--- src/rtl/proto_monitor_pkg.sv ---
// rtl/proto_monitor_pkg.sv - shared types and constants for the protocol monitor
package proto_monitor_pkg;

    localparam int RULE_W    = 3;
    localparam int NUM_RULES = 6;

    typedef enum logic [RULE_W-1:0] {
        R_INIT        = 3'd0,
        R_TERM_RDY    = 3'd1,
        R_TERM_DROP   = 3'd2,
        R_ER_RUN      = 3'd3,
        R_RDY_TIMEOUT = 3'd4,
        R_END_START   = 3'd5
    } rule_e;

    typedef enum logic [1:0] {
        ST_IDLE = 2'd0,
        ST_WAIT = 2'd1,
        ST_DROP = 2'd2
    } ch_state_e;

    function automatic int ch_width(input int n);
        return (n > 1) ? $clog2(n) : 1;
    endfunction

endpackage

--- src/rtl/proto_monitor_ch.sv ---
// rtl/proto_monitor_ch.sv - per-channel rule checker: FSM, start-to-rdy timer, er run counter
module proto_monitor_ch
    import proto_monitor_pkg::*;
#(
    parameter int MAX_ER_RUN  = 3,
    parameter int RDY_TIMEOUT = 16
) (
    input  logic                 clk,
    input  logic                 rst_n,
    input  logic                 in_window,
    input  logic                 rt,
    input  logic                 start,
    input  logic                 rdy,
    input  logic                 endd,
    input  logic                 stop,
    input  logic                 er,
    output logic [NUM_RULES-1:0] ev
);

    localparam int TMR_W = $clog2(RDY_TIMEOUT + 1);
    localparam int ER_W  = $clog2(MAX_ER_RUN + 2);
    localparam logic [TMR_W-1:0] TMR_LIMIT = TMR_W'(RDY_TIMEOUT);
    localparam logic [ER_W-1:0]  ER_LIMIT  = ER_W'(MAX_ER_RUN);
    localparam logic [ER_W-1:0]  ER_SAT    = ER_W'(MAX_ER_RUN + 1);

    ch_state_e            state;
    logic [TMR_W-1:0]     timer;
    logic [ER_W-1:0]      er_cnt;
    logic                 term;
    logic                 timed_out;
    logic [NUM_RULES-1:0] ev_nxt;

    assign term      = endd | stop | er;
    assign timed_out = (state == ST_WAIT) && !rdy && (timer == TMR_LIMIT);

    // Every rule is evaluated in parallel; only rule 0 is live inside the reset window.
    always_comb begin
        ev_nxt                = '0;
        ev_nxt[R_INIT]        = in_window & (~rt | rdy | start | endd);
        ev_nxt[R_TERM_RDY]    = ~in_window & term & ~rdy;
        ev_nxt[R_TERM_DROP]   = ~in_window & (state == ST_DROP) & rdy;
        ev_nxt[R_ER_RUN]      = ~in_window & er & (er_cnt == ER_LIMIT);
        ev_nxt[R_RDY_TIMEOUT] = ~in_window & timed_out;
        ev_nxt[R_END_START]   = ~in_window & endd & start;
    end

    always_ff @(posedge clk or negedge rst_n) begin
        if (!rst_n) begin
            state  <= ST_IDLE;
            timer  <= '0;
            er_cnt <= '0;
            ev     <= '0;
        end else begin
            ev <= ev_nxt;
            if (in_window) begin
                state  <= ST_IDLE;
                timer  <= '0;
                er_cnt <= '0;
            end else begin
                if (!er)
                    er_cnt <= '0;
                else if (er_cnt != ER_SAT)
                    er_cnt <= er_cnt + 1'b1;

                case (state)
                    ST_IDLE: begin
                        if (start) begin
                            state <= ST_WAIT;
                            timer <= TMR_W'(1);
                        end else if (term && rdy) begin
                            state <= ST_DROP;
                        end
                    end
                    ST_WAIT: begin
                        // Further starts while waiting do not rearm the timer.
                        if (rdy) begin
                            state <= term ? ST_DROP : ST_IDLE;
                            timer <= '0;
                        end else if (timer == TMR_LIMIT) begin
                            state <= ST_IDLE;
                            timer <= '0;
                        end else begin
                            timer <= timer + 1'b1;
                        end
                    end
                    ST_DROP: begin
                        if (start) begin
                            state <= ST_WAIT;
                            timer <= TMR_W'(1);
                        end else if (term) begin
                            state <= ST_DROP;
                        end else begin
                            state <= ST_IDLE;
                        end
                    end
                    default: begin
                        state <= ST_IDLE;
                        timer <= '0;
                    end
                endcase
            end
        end
    end

endmodule

--- src/rtl/proto_monitor.sv ---
// rtl/proto_monitor.sv - multi-channel interface rule monitor with sticky flags, counter and capture
module proto_monitor
    import proto_monitor_pkg::*;
#(
    parameter int N_CH        = 4,
    parameter int INIT_CYCLES = 4,
    parameter int MAX_ER_RUN  = 3,
    parameter int RDY_TIMEOUT = 16,
    parameter int CNT_W       = 8
) (
    input  logic                               clk,
    input  logic                               rst_n,
    input  logic [N_CH-1:0]                    ch_rt,
    input  logic [N_CH-1:0]                    ch_start,
    input  logic [N_CH-1:0]                    ch_rdy,
    input  logic [N_CH-1:0]                    ch_endd,
    input  logic [N_CH-1:0]                    ch_stop,
    input  logic [N_CH-1:0]                    ch_er,
    input  logic                               clr,
    output logic [N_CH*NUM_RULES-1:0]          viol_sticky,
    output logic [CNT_W-1:0]                   viol_cnt,
    output logic                               first_vld,
    output logic [ch_width(N_CH)-1:0]          first_ch,
    output logic [RULE_W-1:0]                  first_rule,
    output logic                               irq,
    output logic                               init_done
);

    localparam int CH_W  = ch_width(N_CH);
    localparam int EV_N  = N_CH * NUM_RULES;
    localparam int WIN_W = $clog2(INIT_CYCLES + 1);
    localparam int POP_W = $clog2(EV_N + 1);
    localparam int SUM_W = ((CNT_W > POP_W) ? CNT_W : POP_W) + 1;
    localparam logic [CNT_W-1:0] CNT_MAX = {CNT_W{1'b1}};

    logic [WIN_W-1:0]  win_cnt;
    logic [EV_N-1:0]   ev_all;
    logic [POP_W-1:0]  pop;
    logic [EV_N-1:0]   sticky_nxt;
    logic [CNT_W-1:0]  cnt_base;
    logic [SUM_W-1:0]  cnt_sum;
    logic [CNT_W-1:0]  cnt_nxt;
    logic              vld_base;
    logic              hit;
    logic [CH_W-1:0]   hit_ch;
    logic [RULE_W-1:0] hit_rule;

    always_ff @(posedge clk or negedge rst_n) begin
        if (!rst_n) begin
            win_cnt   <= '0;
            init_done <= 1'b0;
        end else if (!init_done) begin
            if (win_cnt == WIN_W'(INIT_CYCLES - 1))
                init_done <= 1'b1;
            else
                win_cnt <= win_cnt + 1'b1;
        end
    end

    for (genvar c = 0; c < N_CH; c++) begin : g_ch
        proto_monitor_ch #(
            .MAX_ER_RUN  (MAX_ER_RUN),
            .RDY_TIMEOUT (RDY_TIMEOUT)
        ) u_ch (
            .clk       (clk),
            .rst_n     (rst_n),
            .in_window (~init_done),
            .rt        (ch_rt[c]),
            .start     (ch_start[c]),
            .rdy       (ch_rdy[c]),
            .endd      (ch_endd[c]),
            .stop      (ch_stop[c]),
            .er        (ch_er[c]),
            .ev        (ev_all[c*NUM_RULES +: NUM_RULES])
        );
    end

    always_comb begin
        pop = '0;
        for (int i = 0; i < EV_N; i++)
            pop = pop + POP_W'(ev_all[i]);
    end

    // clr wipes the old state first so an event arriving with it is still recorded.
    always_comb begin
        sticky_nxt = (clr ? '0 : viol_sticky) | ev_all;
        cnt_base   = clr ? '0 : viol_cnt;
        vld_base   = clr ? 1'b0 : first_vld;
        cnt_sum    = SUM_W'(cnt_base) + SUM_W'(pop);
        cnt_nxt    = (cnt_sum > SUM_W'(CNT_MAX)) ? CNT_MAX : cnt_sum[CNT_W-1:0];
    end

    // Scan from the top down so the lowest channel, then lowest rule, wins.
    always_comb begin
        hit      = 1'b0;
        hit_ch   = '0;
        hit_rule = '0;
        for (int c = N_CH - 1; c >= 0; c--) begin
            for (int r = NUM_RULES - 1; r >= 0; r--) begin
                if (ev_all[c*NUM_RULES + r]) begin
                    hit      = 1'b1;
                    hit_ch   = CH_W'(c);
                    hit_rule = RULE_W'(r);
                end
            end
        end
    end

    always_ff @(posedge clk or negedge rst_n) begin
        if (!rst_n) begin
            viol_sticky <= '0;
            viol_cnt    <= '0;
            first_vld   <= 1'b0;
            first_ch    <= '0;
            first_rule  <= '0;
            irq         <= 1'b0;
        end else begin
            viol_sticky <= sticky_nxt;
            viol_cnt    <= cnt_nxt;
            irq         <= |sticky_nxt;
            if (!vld_base && hit) begin
                first_vld  <= 1'b1;
                first_ch   <= hit_ch;
                first_rule <= hit_rule;
            end else if (clr) begin
                first_vld  <= 1'b0;
                first_ch   <= '0;
                first_rule <= '0;
            end
        end
    end

endmodule

--- config.mk ---
export PLATFORM = sky130hd
export DESIGN_NAME = proto_monitor
export DESIGN_NICKNAME = d
export VERILOG_FILES = /design/src/rtl/proto_monitor_pkg.sv /design/src/rtl/proto_monitor_ch.sv /design/src/rtl/proto_monitor.sv
export SDC_FILE = /design/constraint.sdc
export NUM_CORES = 1
export LEC_CHECK = 0
export CAP_MARGIN = 20
export CORE_AREA = 2 2 112 114
export DETAILED_ROUTE_END_ITERATION = 16
export DIE_AREA = 0 0 114 116
export PLACE_DENSITY = 0.69
export SYNTH_ARGS = -nofsm -noshare
export SYNTH_HDL_FRONTEND = slang
export SYNTH_SLANG_ARGS = --single-unit
export TNS_END_PERCENT = 100
--- constraint.sdc ---
create_clock -name clk -period 5.3 [get_ports clk]
set_clock_uncertainty 0.1 [all_clocks]
set_input_delay 0.795 -clock clk [delete_from_list [all_inputs] [get_ports clk]]
set_output_delay 0.795 -clock clk [all_outputs]
set_load 0.01 [all_outputs]
Yosys cells after proc, flatten, opt, wreduce, memory -nomap -nowiden
Index checks and enable logic that the tools add are counted.
- register bits after elaboration: 107
- bits of input ports: 27
- output and inout port bits: 40
- logic and storage cells: 346
- add/sub/neg operators: 33
- magnitude comparators: 1
- equal/unequal tests: 37
- multiplexer cells: 147
- bitwise gates (word level): 71
- reduce and logical (&&, ||, !) cells: 33
- operators by type and width (operator ; count):
    $mux W3 ; 38
    $mux W2 ; 54
    $add A5 B1 Y5 ; 19
    $mux W5 ; 16
    $and A1 B1 Y1 ; 40
    $pmux W5 S2 ; 4
    $mux W1 ; 28
    $mux W24 ; 1
    $ne A3 B3 Y1 const B ; 8
    $or A24 B24 Y24 ; 1
    $pmux W2 S3 ; 4
    $reduce_or A24 Y1 ; 1
    $add A5 B1 Y5 const B ; 4
    $eq A5 B5 Y1 const B ; 4
    $or A1 B1 Y1 ; 20
    $mux W8 ; 2
    $ne A4 B3 Y1 const B ; 4
    $ne A4 B4 Y1 const B ; 4
    $add A3 B1 Y3 const B ; 5
    $eq A3 B2 Y1 const B ; 5
    $logic_and A1 B1 Y1 ; 13
    $ne A3 B2 Y1 const B ; 4
    $not A1 Y1 ; 10
    $reduce_and A2 Y1 ; 5
    other kinds (12) ; 28

Longest topological paths before layout
- depth after elaboration: 26
- mapped depth: 17
- depth with buffers taken out: 16

By module
From an unflattened synthesis, not the netlist that was laid out.
- cell total of the unflattened synthesis: 573
- area, all modules: 5998.3 µm²
- modules (own cells, without submodules) (module ; instances ; cells each ; area each (µm²) ; sequential area each (µm²)):
    proto_monitor_ch ; 4 ; 80 ; 834.6 ; 400.4
    proto_monitor ; 1 ; 253 ; 2660.1 ; 1076.0

Worst setup path before layout
No wires, ideal clock.
- kind: in2reg
- start point: input clr
- end point: register viol_cnt[7]
- library setup time: 68 ps
- arrival: 5195 ps
- required time: 5132 ps
- path slack: -64 ps
- cell stages on the path: 17
- buffers on the path: 1
- cell sequence: buf_1 > nor2b_1 > fa_1 > inv_1 > fa_1 > inv_1 > fa_1 > fa_1 > inv_1 > fa_1 > inv_1 > ha_1 > nor2b_1 > o31a_1 > o31a_1 > or4b_1 > nand3_1
- longest elaborated chain between the ends: 4
- ends and longest elaborated chain (item ; RTL line ; RTL):
    start: declaration ; proto_monitor.sv:19 ; input logic clr,
    $mux W8 (*) ; proto_monitor.sv:87 ; cnt_base = clr ? '0 : viol_cnt;
    $add A8 B5 Y9 (*) ; proto_monitor.sv:89 ; cnt_sum = SUM_W'(cnt_base) + SUM_W'(pop);
    $gt A9 B8 Y1 ; proto_monitor.sv:90 ; cnt_nxt = (cnt_sum > SUM_W'(CNT_MAX)) ? CNT_MAX : cnt_sum[CNT_W-1:0];
    $mux W8 (*) ; proto_monitor.sv:90 ;
    via cnt_nxt[7] ; proto_monitor.sv:42 ; logic [CNT_W-1:0] cnt_nxt;
    end signal: assignment ; proto_monitor.sv:119 ; viol_cnt <= cnt_nxt;
    end: declaration ; proto_monitor.sv:21 ; output logic [CNT_W-1:0] viol_cnt,
The timed path passes the listed nets; every way through them passes the cells marked *.
A chain may end at the register's enable or synchronous reset.

Worst setup path in the final report
Ends and elaborated chain as after synthesis.

==> qor.yml <==
run_status:
  status: "complete, no violations"
setup_path:
  rr_endpoint: "viol_cnt[7]"
  worstPathMaxFanout: 6
  critPathMaxStageDelay_ps: 540
  crit_path_frequent_cell: "fa_1"
  worstPathRequired_ps: 5490
  r2r_setup_slack_ps: 390
  crit_path_top_delay_cell: "fa_1"
  crit_family: "adder cells"
  endpoint_kind: "flip-flop"
  reg2reg_from: "viol_cnt[0]"
  startpoint_type: "primary input"
  crit_type: "primary input to flip-flop"
  r2r_cells: 16
  cp.buffers_inverters: 2
  cp_cell_sequence: "dlygate4sd2_1 -> nor2b_1 -> fa_1 -> inv_1 -> fa_1 -> fa_1 -> fa_1 -> fa_1 -> fa_1 -> fa_1 -> nor2b_2 -> o31ai_1 -> a211o_1 -> o311a_1 -> nand3_1"
  cp_data_arrival_time_ps: 5310
sta:
  worst_pin_slew_ps: 921.6
  final.setup.tns_ps: 0
  min_period_ps: 5113
  clock.fmax_ghz: 0.1956
  rsz0062_at_grt: "no"
  hold_viol: 0
  fin_crit_sh_pct: 96.48
  setup_slack_ps: 186.7
  drv_slew: 0
  setup_violations: 0
  timing.slew.headroom_pct: 38.56
clocking:
  numCtsBuffers: 9
  clkLatencyLatePin_ps: 360
  clk_pin_slew_ps: 70
  cts_tree: "yes"
  clockBufferDepth: 2
  cts_sinks: 107
  cts_root_buf: "clkbuf_16"
  cts_hold_buf: 0
  htree_levels: 3
cells_and_area:
  antenna_cells: 0
  finalNonFillerCells: 782
  nets: 709
  syn2layout_area_growth_pct: 21.10
  drive_gt1_share_pct: 5.354
  final_cell_mix: "107 x dfrtp_1, 64 x clkdlybuf4s50_1, 63 x inv_1, 44 x nand2_1, 35 x nor2_1"
  layout_commonest_cell: "dfrtp_1"
global_routing:
  grt_pass1_vias: 4325
  gr-total-overflow: 0
  grt_pass1_wl_um: 20790
  grt_max_degree: 64
  antenna_found_initial: 0
  grt_use_total_pct: 20.12
routing:
  dr_wl_met2_um: 6281
  finalWirelength_um: 12540
  drt_iter0_drc: 238
  wl_met1_um: 5546
  route.vias.total: 4311
  antenna_left: 0
  wl_per_cell_um: 16.04
  routed_via_density: 5.513
  route.top_layer_used: "met4"
  firstDrtPassIters: 4
  drc_errors: 0
  wl_met3_um: 459
place:
  gp_congestion: 0.9209
  portBuffers: 66
  place_ws_ps: -454.6
  dp.cells: 765
  dp_hpwl_um: 9457
logic_synthesis:
  ys_ff_latch: 107
  synth_top_area_share_pct: 47.27
  synth_top_area_cell: "dfrtp_1"
  synth_area_per_cell_sq_um: 10.22
  syn_area_sq_um: 5664
  synth_edf_count: 0
  ys_seq_area_share_pct: 47.27
  synthFlopType: "dfrtp_1"
  synth_nets: 633
  synth_cell_types: 57
  syn_inst: 554
  yosys-top-cells-area: "dfrtp_1 47%, ha_1 7.3%, fa_1 6.7%"
  yosysWarnings: 0
  async_flop_share_pct: 100.0
power:
  power_density_nw_per_um2: 403.5
  post-layout-total-power_uw: 2767
  irDropWorstVdd_v: 0.0002099
  p_leak_uw: 0.003329
die:
  die_w_um: 114
  rows: 40
  dieArea_sq_um: 13220
  die_h_um: 116
  start_util_pct: 47.55
  ios: 67
  core_area_sq_um: 11910
min_path:
  min_delay_path_depth: 1
  hold_class: "flip-flop to flip-flop"
  min_from: "win_cnt[0]"
  min_to: "win_cnt[0]"
flow_run:
  max-cap-violations: 0
power breakdown:
| part | total [uW] | internal, uW | switching [uW] |
|---|---|---|---|
| sequential | 1100 | 958 | 140 |
| combinational | 924 | 456 | 468 |
| clock | 746 | 424 | 322 |
| total | 2770 | 1840 | 930 |
state kept, by name, summed over array words and instances (netlist names):
name and flops:
init_done 1, win_cnt 3, first_ch 2, g_ch.u_ch.timer 20, first_vld 1, g_ch.u_ch.er_cnt 12
viol_sticky 24, first_rule 3, g_ch.u_ch.ev 24, g_ch.u_ch.state 8, viol_cnt 8, irq 1
metal layers:
metal / GRT usage [%] / vias to the layer above
li1: - / 2085
met1: 26.45 / 2134
met2: 32.62 / 73
met3: 5.492 / 19
met4: 6.748 / 0
met5: 0 / -
worst reg2reg max path: stages (launching register included):
cell     delay (ps)
dfrtp_1         410
nor2b_1         150
fa_1            480
inv_1            50
fa_1            380
inv_1            70
fa_1            440
fa_1            550
inv_1            60
fa_1            550
inv_1            50
ha_1            280
nor2b_1         150
o31a_1          270
o31a_1          300
or4b_1          470
nand3_1          80
metrics by stage:
step                      instance area [sq um]  hold WS (ps)  util [%]
after global placement                     6515         361.6     54.70
final                                      6859         385.1     57.58
after detailed placement                   6515         381.6     54.70
after global routing                       6859         395.9     57.58
after floorplan                            5665         345.6         -
after CTS                                  6859         393.8     57.58
synth_stat cells, types with 3 or more instances:
master,n
o21ai_0,34
nor3_1,16
nor2_1,35
nand2_1,44
fa_1,19
o2bb2ai_1,4
a21o_1,26
a31oi_1,5
o31ai_1,4
nand3_1,17
dfrtp_1,107
a2111oi_0,3
o21a_1,5
buf_1,3
nor4b_1,7
and3_1,12
or4_1,4
a22o_1,3
nor2b_1,22
ha_1,33
nand2b_1,9
nor4_1,11
inv_1,63
a21oi_1,20
xnor2_1,4
a211oi_1,4
xor2_1,3
what timing repair did:
action | in CTS | in global routing
setup endpoints to repair | 1 | 0
buffers inserted | 1 | 0
gates resized for setup | 2 | 0
worst max-delay path by stage:
stage | from | end | depth (start not counted)
6_report | clr | viol_cnt[7] | 15
3_3_place_gp | clr | viol_cnt[7] | 15
5_1_grt | clr | viol_cnt[7] | 17
3_5_place_dp | clr | viol_cnt[7] | 15
4_1_cts | clr | viol_cnt[7] | 15
2_1_floorplan | clr | viol_cnt[7] | 17
cell families (layout without fill, tap and decap cells):
| logic type | after synthesis | in the layout | share of synthesized area (%) |
|---|---|---|---|
| fa+ha+maj | 52 | 52 | 14.00 |
| buf+inv | 71 | 152 | 4.749 |
| flops | 107 | 107 | 47.27 |
| mux | 2 | 2 | 0.3755 |
| xor+xnor | 7 | 7 | 1.082 |
| compound gates | 122 | 122 | 14.25 |
| simple gates | 193 | 193 | 18.27 |
cell type report:
| class | count | area (sq um) |
|---|---|---|
| Timing Repair Buffer | 72 | 701.9 |
| Tap cell | 147 | 183.9 |
| Multi-Input combinational cell | 376 | 2720 |
| Clock buffer | 9 | 225.2 |
| Sequential cell | 107 | 2678 |
| Clock inverter | 7 | 110.1 |
| Fill cell | 1013 | 5052 |
| Inverter | 64 | 240.2 |
Power figures use the tool's default switching activity.
